===== src/rtl/modinv_sched.sv =====
// Round-robin scheduler in front of one shared, non-pipelined modular-inverse unit.
// Zero operands are answered locally and every launch is bounded by a watchdog.
`ifndef WORDSZ
`define WORDSZ 32
`endif
`ifndef RFSZLOG2
`define RFSZLOG2 5
`endif

module modinv_sched #(
    parameter int NREQ    = 4,
    parameter int TIMEOUT = `WORDSZ*4
) (
    input  logic                         clk,
    input  logic                         rst_n,
    input  logic [NREQ-1:0]              req_valid,
    input  logic [NREQ*`WORDSZ-1:0]      req_a,
    input  logic [NREQ*`RFSZLOG2-1:0]    req_rn,
    output logic [NREQ-1:0]              req_ready,
    output logic                         inv_en,
    output logic [`WORDSZ-1:0]           inv_a,
    output logic [`RFSZLOG2-1:0]         inv_rn,
    input  logic                         inv_done,
    input  logic [`WORDSZ-1:0]           inv_res,
    input  logic [`RFSZLOG2-1:0]         inv_rn_o,
    output logic                         wb_valid,
    input  logic                         wb_ready,
    output logic [$clog2(NREQ)-1:0]      wb_id,
    output logic [`RFSZLOG2-1:0]         wb_rn,
    output logic [`WORDSZ-1:0]           wb_res,
    output logic                         wb_err,
    output logic                         busy,
    output logic                         err
);
    localparam int W   = `WORDSZ;
    localparam int RW  = `RFSZLOG2;
    localparam int IDW = $clog2(NREQ);
    localparam int CW  = $clog2(TIMEOUT) + 1;

    typedef enum logic [1:0] {IDLE, ISSUE, WAIT, RESP} state_t;

    state_t          state;
    state_t          state_nx;
    logic [IDW-1:0]  ptr;
    logic [IDW-1:0]  gnt_id;
    logic            gnt_any;
    logic [NREQ-1:0] grant;
    logic [W-1:0]    a_q;
    logic [RW-1:0]   rn_q;
    logic [CW-1:0]   wcnt;
    logic [W-1:0]    a_sel;
    logic [RW-1:0]   rn_sel;
    logic            accept;
    logic            term;

    // Search upward from ptr; iterating downward lets the closest hit win.
    always_comb begin
        int idx;
        idx     = 0;
        grant   = '0;
        gnt_id  = '0;
        gnt_any = 1'b0;
        for (int k = NREQ - 1; k >= 0; k--) begin
            idx = int'(ptr) + k;
            if (idx >= NREQ) idx = idx - NREQ;
            if (req_valid[idx]) begin
                gnt_any = 1'b1;
                gnt_id  = IDW'(idx);
            end
        end
        if (gnt_any) grant[gnt_id] = 1'b1;
    end

    assign a_sel     = req_a[gnt_id*W +: W];
    assign rn_sel    = req_rn[gnt_id*RW +: RW];
    assign accept    = (state == IDLE) && gnt_any;
    assign term      = (wcnt == CW'(TIMEOUT - 1));
    assign req_ready = (state == IDLE) ? grant : '0;
    assign inv_en    = (state == ISSUE);
    assign inv_a     = inv_en ? a_q : '0;
    assign inv_rn    = inv_en ? rn_q : '0;
    assign wb_valid  = (state == RESP);
    assign busy      = (state != IDLE);

    always_ff @(posedge clk or negedge rst_n) begin
        if (!rst_n) state <= IDLE;
        else        state <= state_nx;
    end

    always_comb begin
        state_nx = state;
        unique case (state)
            IDLE:  if (accept) state_nx = (a_sel == '0) ? RESP : ISSUE;
            ISSUE: state_nx = WAIT;
            WAIT:  if (inv_done || term) state_nx = RESP;
            RESP:  if (wb_ready) state_nx = IDLE;
        endcase
    end

    always_ff @(posedge clk or negedge rst_n) begin
        if (!rst_n) begin
            ptr    <= '0;
            a_q    <= '0;
            rn_q   <= '0;
            wcnt   <= '0;
            wb_id  <= '0;
            wb_rn  <= '0;
            wb_res <= '0;
            wb_err <= 1'b0;
            err    <= 1'b0;
        end else begin
            case (state)
                IDLE: begin
                    if (accept) begin
                        a_q   <= a_sel;
                        rn_q  <= rn_sel;
                        wb_id <= gnt_id;
                        ptr   <= (gnt_id == IDW'(NREQ - 1)) ? '0 : gnt_id + 1'b1;
                        if (a_sel == '0) begin
                            wb_res <= '0;
                            wb_err <= 1'b0;
                            wb_rn  <= rn_sel;
                        end
                    end
                end
                ISSUE: wcnt <= '0;
                WAIT: begin
                    // A completion on the terminal count still counts as success.
                    if (inv_done) begin
                        wb_res <= inv_res;
                        wb_rn  <= inv_rn_o;
                        wb_err <= 1'b0;
                    end else if (term) begin
                        err    <= 1'b1;
                        wb_res <= '0;
                        wb_err <= 1'b1;
                        wb_rn  <= rn_q;
                    end else begin
                        wcnt <= wcnt + CW'(1);
                    end
                end
                default: ;
            endcase
        end
    end

endmodule


===== config.mk =====
export PLATFORM = sky130hd
export DESIGN_NAME = modinv_sched
export DESIGN_NICKNAME = d
export VERILOG_FILES = /design/src/rtl/modinv_sched.sv
export SDC_FILE = /design/constraint.sdc
export NUM_CORES = 1
export LEC_CHECK = 0
export CAP_MARGIN = 20
export CORE_ASPECT_RATIO = 0.8
export CORE_MARGIN = 4
export CORE_UTILIZATION = 35
export DETAILED_ROUTE_END_ITERATION = 8
export GPL_ROUTABILITY_DRIVEN = 0
export PLACE_DENSITY_LB_ADDON = 0.25
export SETUP_SLACK_MARGIN = 0.3
export SLEW_MARGIN = 40
export SYNTH_ARGS = -nofsm -noshare
export SYNTH_HDL_FRONTEND = slang
export SYNTH_SLANG_ARGS = --single-unit

===== constraint.sdc =====
create_clock -name clk -period 10.3 [get_ports clk]
set_clock_uncertainty 0.1 [all_clocks]
set_input_delay 3.09 -clock clk [delete_from_list [all_inputs] [get_ports clk]]
set_output_delay 3.09 -clock clk [all_outputs]
set_load 0.1 [all_outputs]

## Yosys cells after proc, flatten, opt, wreduce, memory -nomap -nowiden

Cells that the tools add are included.

| word-level totals | value |
|---|---|
| register bits after elaboration | 90 |
| input port bits | 193 |
| output and inout bits | 85 |

| operators by class | value |
|---|---|
| add/sub/neg operators | 9 |
| $mul | 1 |
| order comparisons | 10 |
| equal/unequal tests | 12 |
| shifts and indexed selects | 2 |
| multiplexer cells | 54 |
| bitwise operators | 1 |
| reduce and logical (&&, ||, !) cells | 13 |

Operators with widths:

| operator | number |
|---|---|
| 32-bit 2-to-1 mux | 9 |
| 32-bit by 4-bit < comparator with 1-bit output (second input constant) | 4 |
| 128-bit by 8-bit indexed part select with 32-bit output | 1 |
| 32-bit case mux with 2 select lines | 1 |
| 32-bit logical NOT | 1 |
| 5-bit 2-to-1 mux | 5 |
| 20-bit by 6-bit indexed part select with 5-bit output | 1 |
| 2-bit 2-to-1 mux | 9 |
| 1-bit 2-to-1 mux | 17 |
| 8-bit 2-to-1 mux | 2 |
| 8-bit case mux with 2 select lines | 1 |
| 3-bit by 3-bit subtractor with 4-bit output (second input constant) | 3 |
| 5-bit case mux with 2 select lines | 1 |
| 3-bit >= comparator (second input constant) | 3 |
| 3-bit AND reduction | 3 |
| 8-bit by 1-bit adder with 8-bit output (second input constant) | 1 |
| 1-bit binary-select mux with 2-bit select | 4 |
| 8-bit by 7-bit == test with 1-bit output (second input constant) | 1 |
| 4-bit 2-to-1 mux | 2 |
| 2-bit inequality test (second input constant) | 4 |
| 2-bit case mux with 4 select lines | 1 |
| 2-bit by 2-bit adder with 3-bit output (second input constant) | 2 |
| 2-bit == test (second input constant) | 3 |
| 2-bit nonzero test | 3 |
| other kinds (18) | 20 |

## Longest topological paths before layout

| logic depth | value |
|---|---|
| depth in word-level cells | 16 |
| gate-level depth with buffers | 14 |

## Worst setup path after synthesis

OpenSTA, ideal clock, no wires.

| path | value |
|---|---|
| kind | input-to-output |
| from | input req_valid[2] |
| to | output req_ready[0] |
| arrival | 5.464 ns |
| required time | 7.110 ns |
| path slack | 1.646 ns |
| cell stages on the path | 8 |
| buffers on the path | 2 |
| cell sequence | nor2b_1 -> a211oi_1 -> nor2_1 -> inv_2 -> clkbuf_1 -> buf_1 -> ha_1 -> and2_1 |

| on the way | value |
|---|---|
| longest elaborated chain between the ends | 13 |
| elaborated cells on any way between the ends | 27 |
| classes of those cells | 2 x order compare; 24 x mux; 1 x reduce/logical |

RTL lines:

| item | RTL line | RTL |
|---|---|---|
| from (decl) | 16 | `input logic [NREQ-1:0] req_valid,` |
| 1-bit binary-select mux with 2-bit select | 66 | `if (req_valid[idx]) begin` |
| 1-bit 2-to-1 mux (not written as such) (2 in a row) | 66 |  |
| 2-bit 2-to-1 mux (4 in a row) | 66 |  |
| 2-bit by 3-bit < comparator with 1-bit output (not written as such) or 2-bit by 1-bit >= comparator with 1-bit output (tied branches) | 71 | `if (gnt_any) grant[gnt_id] = 1'b1;` |
| 1-bit logical AND (not written as such) | 71 |  |
| 1-bit 2-to-1 mux (not written as such) | 71 |  |
| 1-bit demux with 2-bit select | 71 |  |
| 4-bit 2-to-1 mux * | 71 |  |
| 4-bit 2-to-1 mux * | 78 | `assign req_ready = (state == IDLE) ? grant : '0;` |
| to (decl) | 19 | `output logic [NREQ-1:0] req_ready,` |

Every way passes the cells marked *; elsewhere a longest branch is shown, timed or not. The select of a mux whose other input is x is not followed.

## Worst setup path after layout

| path | value |
|---|---|
| from | input req_valid[2] |
| to | output req_ready[2] |

The elaborated chain is that of the path after synthesis.

==> impl_metrics.env <==
export IMPL_status="complete, no violations"
export IMPL_start_util=0.357
export IMPL_final_util=0.518
export IMPL_wl_met1_um=10000
export IMPL_dr_wl_met3_um=1590
export IMPL_setup_viol=0
export IMPL_io_pins=278
export IMPL_dp_cells=1189
export IMPL_routed_top_layer="met4"
export IMPL_rr_worst_depth=13
export IMPL_stdcell_count=1205
export IMPL_crit_path_end_kind="output port"
export IMPL_synth_top_area_share=0.363
export IMPL_synth_cell_type_count=46
export IMPL_h_tree_depth=3
export IMPL_grt_max_degree=80
export IMPL_setup_slack_ps=1650
export IMPL_synth_edff_count=0
export IMPL_cts_sinks=90
export IMPL_layout_drive_gt1_share=0.142
export IMPL_vias=6761
export IMPL_clk_latency_ps=340
export IMPL_worstPathCellList="clkdlybuf4s50_1 > nor2b_1 > a21o_1 > a211oi_4 > inv_2 > buf_4 > ha_1 > and2_1 > buf_4"
export IMPL_timing_rr_start="ptr[0]"
export IMPL_ys_seq_elements=90
export IMPL_grt_remaining_overflow=0
export IMPL_hold_ws_ps=362
export IMPL_cpMaxStageDelayCell="a211oi_4"
export IMPL_synthArstFlopShare=1.00
export IMPL_post_cts_resized=0
export IMPL_hp_class="flip-flop to flip-flop"
export IMPL_syn_avg_cell_area_um2=8.33
export IMPL_die_width_um=157
export IMPL_hpwlAfterDp_um=16100
export IMPL_dr_pass1_iters=5
export IMPL_cts_setup_buffers=0
export IMPL_antenna_found_initial=0
export IMPL_crit_path_frequent_cell="buf_4"
export IMPL_ys_flop_type="dfrtp_1"
export IMPL_syn_area_um2=6210
export IMPL_min_from="err"
export IMPL_drc=0
export IMPL_synth_top_area_cell="dfrtp_1"
export IMPL_grt_pass1_vias=6528
export IMPL_rsz0062_at_grt="false"
export IMPL_critPathKind="primary input to output port"
export IMPL_cts_tree="built"
export IMPL_die_area_um2=20000
export IMPL_worst_slew_margin_rel=0.542
export IMPL_ys_seq_area_frac=0.363
export IMPL_post_drt_wl_per_cell_um=18.8
export IMPL_worstMarginPinSlew_ps=687
export IMPL_reg2reg_to="wb_res[13]"
export IMPL_routed_wl_um=22600
export IMPL_die_y_um=127
export IMPL_max_stage_delay_ps=610
export IMPL_area_growth_pct=44.9
export IMPL_cts_path_max_buffers=2
export IMPL_grt_pass1_wl_um=36000
export IMPL_fin_area_um2=9000
export IMPL_grt_usage=0.223
export IMPL_port_buffers=277
export IMPL_synth_area_leaders="dfrtp_1 (36%), nand3_1 (6.7%), a211oi_1 (5.9%)"
export IMPL_worst_path_max_fanout=41
export IMPL_final_max_slew_viol_count=0
export IMPL_n_antenna_cell=0
export IMPL_hold_buffers=0
export IMPL_holdPathStages=1
export IMPL_ant_nets=0
export IMPL_std_cell_rows=43
export IMPL_cap_violations=0
export IMPL_finalCriticalPeriod_ps=8650
export IMPL_finalSetupTns_ps=0
export IMPL_power_density_nw_per_um2=350
export IMPL_fillCellCount=1657
export IMPL_crit_path_start_kind="primary input"
export IMPL_total_power_mw=3.15
export IMPL_syn_inst=746
export IMPL_finalCritPeriodShare=0.840
export IMPL_arrival_ps=5460
export IMPL_clock_fmax_ghz=0.116
export IMPL_dp_slack_ps=1650
export IMPL_viasPerCell=5.61
export IMPL_drtIter0Drc=336
export IMPL_clkTransAtPathRegs_ps=70
export IMPL_cts_inserted_buffers=9
export IMPL_final_nets=1177
export IMPL_synth_nets=948
export IMPL_r2r_slack_ps=5870
export IMPL_whs_endpoint="err"
export IMPL_route_met2_wl_um=10600
export IMPL_p_leak_nw=3.99
export IMPL_cp_data_required_time_ps=7110
export IMPL_cts_root_buffer="clkbuf_16"
export IMPL_hold_viol=0
export IMPL_core_um2=17400
export IMPL_placed_area_um2=8700
export IMPL_ir_drop_mv=0.154
export IMPL_yosysWarnings=0
cell usage after synthesis (9+ instances only):
cell / count
a32oi_1: 32
buf_1: 9
nand4_1: 34
a211oi_1: 49
nand2_1: 78
ha_1: 9
a22oi_1: 9
and2_1: 50
o31ai_1: 24
nand3_1: 83
nor2_1: 10
mux2i_1: 11
nand3b_1: 32
clkbuf_1: 59
and3_1: 48
o22ai_1: 12
dfrtp_1: 90
o21ai_0: 31
cell families (layout without fill, tap and decap cells):
family | count (synthesis) | count (layout) | synth area share
and+or+nand+nor | 355 | 355 | 0.315
AOI/OAI and AO/OA | 191 | 191 | 0.223
DFF | 90 | 90 | 0.363
buffers and inverters | 87 | 321 | 0.0588
muxes | 11 | 11 | 0.0177
adders and majority gates | 9 | 9 | 0.0181
xor gates and xnor gates | 3 | 3 | 0.00423
how the worst max path moves through the flow:
| stage | end | startpoint | slack (ps) | depth (start not counted) |
|---|---|---|---|---|
| after floorplan | req_ready[0] | req_valid[2] | 1650 | 8 |
| after global placement | req_ready[2] | req_valid[2] | 1660 | 9 |
| after CTS | req_ready[2] | req_valid[2] | 1650 | 9 |
| after global routing | req_ready[2] | req_valid[2] | 1530 | 9 |
| after detailed placement | req_ready[2] | req_valid[2] | 1650 | 9 |
| final | req_ready[2] | req_valid[2] | 1650 | 9 |
cell usage in the layout (no fill, tap or decap), types with 6 or more instances in the layout:
cell / n
ha_1: 9
o31ai_1: 24
o211ai_1: 6
nand3_1: 83
nand4_1: 34
a31o_2: 8
clkdlybuf4s50_1: 191
a211oi_1: 49
and2_1: 49
dfrtp_1: 90
clkbuf_16: 9
o21ai_0: 30
and3_1: 48
mux2i_1: 11
inv_1: 8
nand3b_1: 32
buf_2: 81
a21oi_1: 6
buf_4: 20
nand2_1: 78
nor2_1: 9
a22oi_1: 9
a32oi_1: 32
o22ai_1: 12
sequential cells by signal, indices dropped and copies added (netlist names):
signal / count
a_q: 32
err: 1
ptr: 2
rn_q: 5
state: 2
wb_err: 1
wb_id: 2
wb_res: 32
wb_rn: 5
wcnt: 8
worst max-delay path, delay by kind of cell:
kind	cells	cell delay, ps
AOI/OAI and AO/OA	2	800
adders and majority gates	1	260
buffers and inverters	4	1000
and+or+nand+nor	2	310
area by class of cell:
cell class,instances,area (um2),share of cell area
Multi-Input combinational cell,569,3610,0.402
Clock buffer,10,239,0.0265
Sequential cell,90,2250,0.250
Timing Repair Buffer,295,2520,0.280
Tap cell,225,282,0.0313
Inverter,10,37.5,0.00417
Clock inverter,6,55.1,0.00612
routing by layer:
| layer | vias to the layer above | track usage |
|---|---|---|
| met1 | 3260 | 0.310 |
| met5 | - | 0 |
| met4 | 0 | 0.0536 |
| met2 | 215 | 0.354 |
| li1 | 3263 | - |
| met3 | 23 | 0.0508 |
power by group:
group          switching (mW)  internal (mW)  leakage, nW
clock                   0.157          0.176        0.146
sequential              0.103          0.515         1.15
combinational            1.71          0.486         2.70
total                    1.97           1.18         3.99
Power figures use the tool's default switching activity.
